==> config.mk <==
export PLATFORM = sky130hd
export DESIGN_NAME = multicycle_control_unit
export DESIGN_NICKNAME = d
export VERILOG_FILES = /design/src/rtl/riscv_mc_pkg.sv /design/src/rtl/mc_alu_decoder.sv /design/src/rtl/multicycle_control_unit.sv
export SDC_FILE = /design/constraint.sdc
export NUM_CORES = 1
export LEC_CHECK = 0
export ABC_AREA = 1
export CORE_MARGIN = 4
export CORE_UTILIZATION = 25
export CTS_CLUSTER_DIAMETER = 200
export DETAILED_ROUTE_END_ITERATION = 6
export PLACE_DENSITY_LB_ADDON = 0.12
export REMOVE_ABC_BUFFERS = 1
export SLEW_MARGIN = 20
export SYNTH_ARGS = -nofsm -noshare
export SYNTH_HDL_FRONTEND = slang
export SYNTH_SLANG_ARGS = --single-unit
==> constraint.sdc <==
create_clock -name clk_i -period 3.7 [get_ports clk_i]
set_clock_uncertainty 0.2 [all_clocks]
set_input_delay 0.555 -clock clk_i [delete_from_list [all_inputs] [get_ports clk_i]]
set_output_delay 0.555 -clock clk_i [all_outputs]
set_load 0.005 [all_outputs]
==> src/rtl/riscv_mc_pkg.sv <==
// riscv_mc_pkg: state, opcode, ALU and mux select encodings for the multicycle RV32I controller.
package riscv_mc_pkg;

   typedef enum logic [3:0] {
      S_FETCH, S_DECODE, S_MEMADR, S_MEMREAD, S_MEMWB, S_MEMWRITE,
      S_EXECUTER, S_EXECUTEI, S_JAL, S_ALUWB, S_BRANCH
   } state_e;

   localparam logic [6:0] OP_LW  = 7'b0000011;
   localparam logic [6:0] OP_SW  = 7'b0100011;
   localparam logic [6:0] OP_R   = 7'b0110011;
   localparam logic [6:0] OP_I   = 7'b0010011;
   localparam logic [6:0] OP_JAL = 7'b1101111;
   localparam logic [6:0] OP_BR  = 7'b1100011;

   localparam logic [1:0] ALUOP_ADD   = 2'b00;
   localparam logic [1:0] ALUOP_SUB   = 2'b01;
   localparam logic [1:0] ALUOP_FUNCT = 2'b10;

   localparam logic [3:0] ALU_ADD = 4'b0000;
   localparam logic [3:0] ALU_SUB = 4'b0001;
   localparam logic [3:0] ALU_AND = 4'b0010;
   localparam logic [3:0] ALU_OR  = 4'b0011;
   localparam logic [3:0] ALU_XOR = 4'b0100;
   localparam logic [3:0] ALU_SLT = 4'b0101;
   localparam logic [3:0] ALU_SLL = 4'b0110;
   localparam logic [3:0] ALU_SRL = 4'b0111;
   localparam logic [3:0] ALU_SRA = 4'b1000;

   localparam logic [1:0] RES_ALUOUT    = 2'b00;
   localparam logic [1:0] RES_DATA      = 2'b01;
   localparam logic [1:0] RES_ALURESULT = 2'b10;

   localparam logic [1:0] SRCA_PC    = 2'b00;
   localparam logic [1:0] SRCA_OLDPC = 2'b01;
   localparam logic [1:0] SRCA_RS1   = 2'b10;

   localparam logic [1:0] SRCB_RS2  = 2'b00;
   localparam logic [1:0] SRCB_IMM  = 2'b01;
   localparam logic [1:0] SRCB_FOUR = 2'b10;

endpackage

==> src/rtl/mc_alu_decoder.sv <==
// mc_alu_decoder: maps {alu_op, op[5], funct3, funct7[5]} to an ALUCTRL_W-bit ALU code.
module mc_alu_decoder
   import riscv_mc_pkg::*;
#(
   parameter int ALUCTRL_W = 3
) (
   input  logic [1:0]           alu_op_i,
   input  logic                 op5_i,
   input  logic [2:0]           funct3_i,
   input  logic                 funct7_5_i,
   output logic [ALUCTRL_W-1:0] alu_control_o
);
   localparam bit EXT = (ALUCTRL_W == 4);
   logic [3:0] code;
   logic       unused_w;
   always_comb begin
      code = ALU_ADD;
      if (alu_op_i == ALUOP_SUB) code = ALU_SUB;
      else if (alu_op_i == ALUOP_FUNCT)
         case (funct3_i)
            3'b000:  code = (op5_i & funct7_5_i) ? ALU_SUB : ALU_ADD;
            3'b010:  code = ALU_SLT;
            3'b110:  code = ALU_OR;
            3'b111:  code = ALU_AND;
            3'b100:  code = EXT ? ALU_XOR : ALU_ADD;
            3'b001:  code = EXT ? ALU_SLL : ALU_ADD;
            3'b101:  code = EXT ? (funct7_5_i ? ALU_SRA : ALU_SRL) : ALU_ADD;
            default: code = ALU_ADD;
         endcase
   end
   assign alu_control_o = code[ALUCTRL_W-1:0];
   assign unused_w = code[3];
endmodule

==> src/rtl/multicycle_control_unit.sv <==
// multicycle_control_unit: Moore FSM sequencing the multicycle RV32I datapath.
// Define BRANCH_EXT_EN for full bne/blt/bge/bltu/bgeu branch decoding.
module multicycle_control_unit
   import riscv_mc_pkg::*;
#(
   parameter int ALUCTRL_W = 3,
   parameter int OPCODE_W  = 7
) (
   input  logic                 clk_i,
   input  logic                 rst_ni,
   input  logic [OPCODE_W-1:0]  op_i,
   input  logic [2:0]           funct3_i,
   input  logic [6:0]           funct7_i,
   input  logic                 zero_i,
   input  logic                 lt_i,
   input  logic                 ltu_i,
   output logic                 pc_write_o,
   output logic                 adr_src_o,
   output logic                 mem_write_o,
   output logic                 ir_write_o,
   output logic                 reg_write_o,
   output logic [1:0]           result_src_o,
   output logic [1:0]           alu_src_a_o,
   output logic [1:0]           alu_src_b_o,
   output logic [1:0]           imm_src_o,
   output logic [ALUCTRL_W-1:0] alu_control_o,
   output logic                 instr_done_o,
   output logic                 illegal_o
);
   state_e     state_q, state_d;
   logic [1:0] alu_op;
   logic       pc_upd, branch, mem_w, ir_w, reg_w, done, ill, taken, br_bad;
   logic       unused_w;

   always_ff @(posedge clk_i or negedge rst_ni)
      if (!rst_ni) state_q <= S_FETCH;
      else         state_q <= state_d;

`ifdef BRANCH_EXT_EN
   always_comb begin
      taken  = 1'b0;
      br_bad = 1'b0;
      case (funct3_i)
         3'b000:  taken = zero_i;
         3'b001:  taken = !zero_i;
         3'b100:  taken = lt_i;
         3'b101:  taken = !lt_i;
         3'b110:  taken = ltu_i;
         3'b111:  taken = !ltu_i;
         default: br_bad = 1'b1;
      endcase
   end
   assign unused_w = ^{funct7_i[6], funct7_i[4:0]};
`else
   assign taken    = zero_i;
   assign br_bad   = 1'b0;
   assign unused_w = ^{lt_i, ltu_i, funct7_i[6], funct7_i[4:0]};
`endif

   always_comb begin
      state_d      = S_FETCH;
      adr_src_o    = 1'b0;
      result_src_o = RES_ALUOUT;
      alu_src_a_o  = SRCA_PC;
      alu_src_b_o  = SRCB_RS2;
      alu_op       = ALUOP_ADD;
      pc_upd       = 1'b0;
      branch       = 1'b0;
      mem_w        = 1'b0;
      ir_w         = 1'b0;
      reg_w        = 1'b0;
      done         = 1'b0;
      ill          = 1'b0;
      case (state_q)
         S_FETCH: begin
            ir_w         = 1'b1;
            pc_upd       = 1'b1;
            alu_src_b_o  = SRCB_FOUR;
            result_src_o = RES_ALURESULT;
            state_d      = S_DECODE;
         end
         S_DECODE: begin
            alu_src_a_o = SRCA_OLDPC;
            alu_src_b_o = SRCB_IMM;
            if (op_i == OP_LW || op_i == OP_SW) state_d = S_MEMADR;
            else if (op_i == OP_R)              state_d = S_EXECUTER;
            else if (op_i == OP_I)              state_d = S_EXECUTEI;
            else if (op_i == OP_JAL)            state_d = S_JAL;
            else if (op_i == OP_BR)             state_d = S_BRANCH;
            else begin
               ill  = 1'b1;
               done = 1'b1;
            end
         end
         S_MEMADR: begin
            alu_src_a_o = SRCA_RS1;
            alu_src_b_o = SRCB_IMM;
            state_d     = (op_i == OP_LW) ? S_MEMREAD : S_MEMWRITE;
         end
         S_MEMREAD: begin
            adr_src_o = 1'b1;
            state_d   = S_MEMWB;
         end
         S_MEMWB: begin
            result_src_o = RES_DATA;
            reg_w        = 1'b1;
            done         = 1'b1;
         end
         S_MEMWRITE: begin
            adr_src_o = 1'b1;
            mem_w     = 1'b1;
            done      = 1'b1;
         end
         S_EXECUTER: begin
            alu_src_a_o = SRCA_RS1;
            alu_op      = ALUOP_FUNCT;
            state_d     = S_ALUWB;
         end
         S_EXECUTEI: begin
            alu_src_a_o = SRCA_RS1;
            alu_src_b_o = SRCB_IMM;
            alu_op      = ALUOP_FUNCT;
            state_d     = S_ALUWB;
         end
         S_JAL: begin
            alu_src_a_o = SRCA_OLDPC;
            alu_src_b_o = SRCB_FOUR;
            pc_upd      = 1'b1;
            state_d     = S_ALUWB;
         end
         S_ALUWB: begin
            reg_w = 1'b1;
            done  = 1'b1;
         end
         S_BRANCH: begin
            alu_src_a_o = SRCA_RS1;
            alu_op      = ALUOP_SUB;
            branch      = 1'b1;
            done        = 1'b1;
            ill         = br_bad;
         end
         default: state_d = S_FETCH;
      endcase
   end

   // Enables are gated by reset so nothing can pulse while rst_ni is low.
   assign pc_write_o   = rst_ni & (pc_upd | (branch & taken));
   assign mem_write_o  = rst_ni & mem_w;
   assign ir_write_o   = rst_ni & ir_w;
   assign reg_write_o  = rst_ni & reg_w;
   assign instr_done_o = rst_ni & done;
   assign illegal_o    = rst_ni & ill;

   assign imm_src_o = (op_i == OP_SW)  ? 2'b01 :
                      (op_i == OP_BR)  ? 2'b10 :
                      (op_i == OP_JAL) ? 2'b11 : 2'b00;

   mc_alu_decoder #(.ALUCTRL_W(ALUCTRL_W)) u_alu_dec (
      .alu_op_i      (alu_op),
      .op5_i         (op_i[5]),
      .funct3_i      (funct3_i),
      .funct7_5_i    (funct7_i[5]),
      .alu_control_o (alu_control_o)
   );
endmodule
==> impl_metrics.json <==
{
  "path_cells": "clkdlybuf4s50_1, inv_1, nand2_1, nor2_1, o21bai_1, nand3_1, nand2_1, clkdlybuf4s50_1",
  "cp.required_ps": 2940,
  "place_hpwl_um": 1220,
  "ys_warn_count": 0,
  "most-common-layout-cells": "clkdlybuf4s50_1 (31), nand2_1 (28), inv_1 (26)",
  "cts.sinks": 4,
  "drc": 0,
  "vias": 684,
  "die_w_um": 53.1,
  "synth_area_um2": 509,
  "power_density_mw_per_mm2": 358,
  "crit_cells": 8,
  "tns_ps": 0,
  "cts_htree_levels": 1,
  "dieHeight_um": 53.1,
  "p_leak_nw": 0.482,
  "max_stage_delay_ps": 490,
  "syn-instance-count": 99,
  "grt_usage": 0.107,
  "final_common_cell": "clkdlybuf4s50_1",
  "wl_per_cell_um": 8.86,
  "worst_skew_pair.late_latency_ps": 230,
  "vias_per_cell": 4.28,
  "cts_resized": 0,
  "cts.clk_slew.worst_paths_ps": 40,
  "cap_violations": 0,
  "total_power_w": 0.000314,
  "place.port_buffers": 31,
  "endpoint_kind": "output pin",
  "ctsHoldBuffers": 0,
  "peakVddDrop_uv": 210,
  "r2r_slack_ps": 2400,
  "initial_core_util": 0.262,
  "seq_area_frac_synth": 0.197,
  "reg2reg_from": "state_q[2]",
  "wirelength_um": 1420,
  "grt_pass1_wl_um": 2220,
  "fin_crit_sh": 0.769,
  "endpoint": "instr_done_o",
  "row_count": 16,
  "layout-drive-gt1-share": 0.0526,
  "grt_pass1_vias": 595,
  "netlist-cell-type-count": 16,
  "cp_slowest_cell": "clkdlybuf4s50_1",
  "hold_path.class": "in -> async",
  "postCtsSetupBuffers": 0,
  "crit_type": "in -> out",
  "post-route-util": 0.451,
  "area_growth_pct": 72.0,
  "critPathBufInv": 3,
  "finalHoldViolations": 0,
  "slew_headroom": 0.804,
  "root_buffer": "clkbuf_4",
  "dr.pass1.iters": 4,
  "nFillCells": 221,
  "worst_slew_pin_slew_ps": 293,
  "antenna_found_initial": 0,
  "start_kind": "input pin",
  "drtIter0Drc": 13,
  "status": "finished clean",
  "core_area_mm2": 0.00194,
  "period_needed_ps": 2850,
  "io_pins": 40,
  "postSynthAreaPerCell_um2": 5.14,
  "reg_top3": "state_q (4)",
  "cp_max_fo": 5,
  "gp_congestion": 0.800,
  "crit_arrival_ps": 2090,
  "nets": 157,
  "cts_buffers": 3,
  "holdWs_ps": 366,
  "grt_max_degree": 8,
  "dieArea_mm2": 0.00282,
  "cts_tree": "built",
  "synth-seq-cells": 4,
  "setup_viol_count_final": 0,
  "rr_worst_depth": 5,
  "crit_start": "op_i[3]",
  "top_register": "state_q",
  "grt_overflow_total": 0,
  "fmax_mhz": 351,
  "insertedDiodeCount": 0,
  "grt_setup_unrepaired": "false",
  "timing.rr.end": "state_q[1]",
  "ant_nets": 0,
  "maxSlewViolCount": 0,
  "cts_buffer_depth": 2,
  "largest_register_ffs": 4,
  "cpLargestDelayFamily": "buffers and inverters"
}
==> worst reg2reg max path, delay by kind of cell (launching register included) <==
family / cells / cell delay, ps
flip-flops: 1 / 370
AO/OA/AOI/OAI: 1 / 200
AND/OR/NAND/NOR: 2 / 240
buffers and inverters: 2 / 200
==> report_power, final <==
| part | internal [W] | leakage (nW) | switching, W |
|---|---|---|---|
| Combinational | 0.000110 | 0.414 | 0.0000892 |
| Clock | 0.0000363 | 0.0138 | 0.0000180 |
| Sequential | 0.0000511 | 0.0535 | 0.00000879 |
| Total | 0.000198 | 0.482 | 0.000116 |
==> cell families (layout without fill, tap and decap cells) <==
kind of cell           count (synthesis)  after routing  synth area share
DFF                                    4              4             0.197
buffers and inverters                 27             61             0.199
AOI/OAI and AO/OA                      5              5            0.0540
and+or+nand+nor                       63             63             0.550
==> worst min-delay path by stage <==
stage                             to  cells after the start
after floorplan           state_q[0]                      0
after global routing      state_q[1]                      1
final                     state_q[3]                      1
after detailed placement  state_q[2]                      2
after global placement    state_q[2]                      2
after CTS                 state_q[3]                      1
==> final cells by class <==
cell class | instances | area (um^2) | area share
clock buffers | 3 | 22.5 | 0.0257
inverters | 27 | 101 | 0.116
multi-input cells | 68 | 308 | 0.351
flip-flops and latches | 4 | 100 | 0.114
well taps | 27 | 33.8 | 0.0386
repair buffers | 31 | 310 | 0.354
==> routing by layer <==
| layer | global-route usage | vias up | share of wire |
|---|---|---|---|
| li1 | - | 371 | - |
| met1 | 0.122 | 293 | 0.43 |
| met2 | 0.186 | 20 | 0.52 |
| met3 | 0.0254 | 0 | 0.049 |
| met4 | 0.0511 | 0 | 0 |
| met5 | 0 | - | 0 |
==> synth_stat cells <==
library cell  number  area (um^2)
dfrtp_1            4          100
inv_1             26         97.6
nor3_1             3         15.0
a21oi_1            1         5.00
nor2_1            13         48.8
o21ai_1            1         5.00
o21ai_0            2         10.0
nor2_2             1         6.26
nand3_1           11         55.1
nand4_1            3         18.8
nand2_2            2         12.5
clkinv_1           1         3.75
o21bai_1           1         7.51
nand2_1           28          105
nor2_4             1         11.3
nor3b_1            1         7.51
==> metrics by stage <==
step	worst slack, ps	cells	area, um^2
global route	691	160	876
finish	854	160	876
floorplan	1860	99	509
global placement	835	157	853
CTS	829	160	876
detailed placement	841	157	853
(Power assumes the default switching activity.)
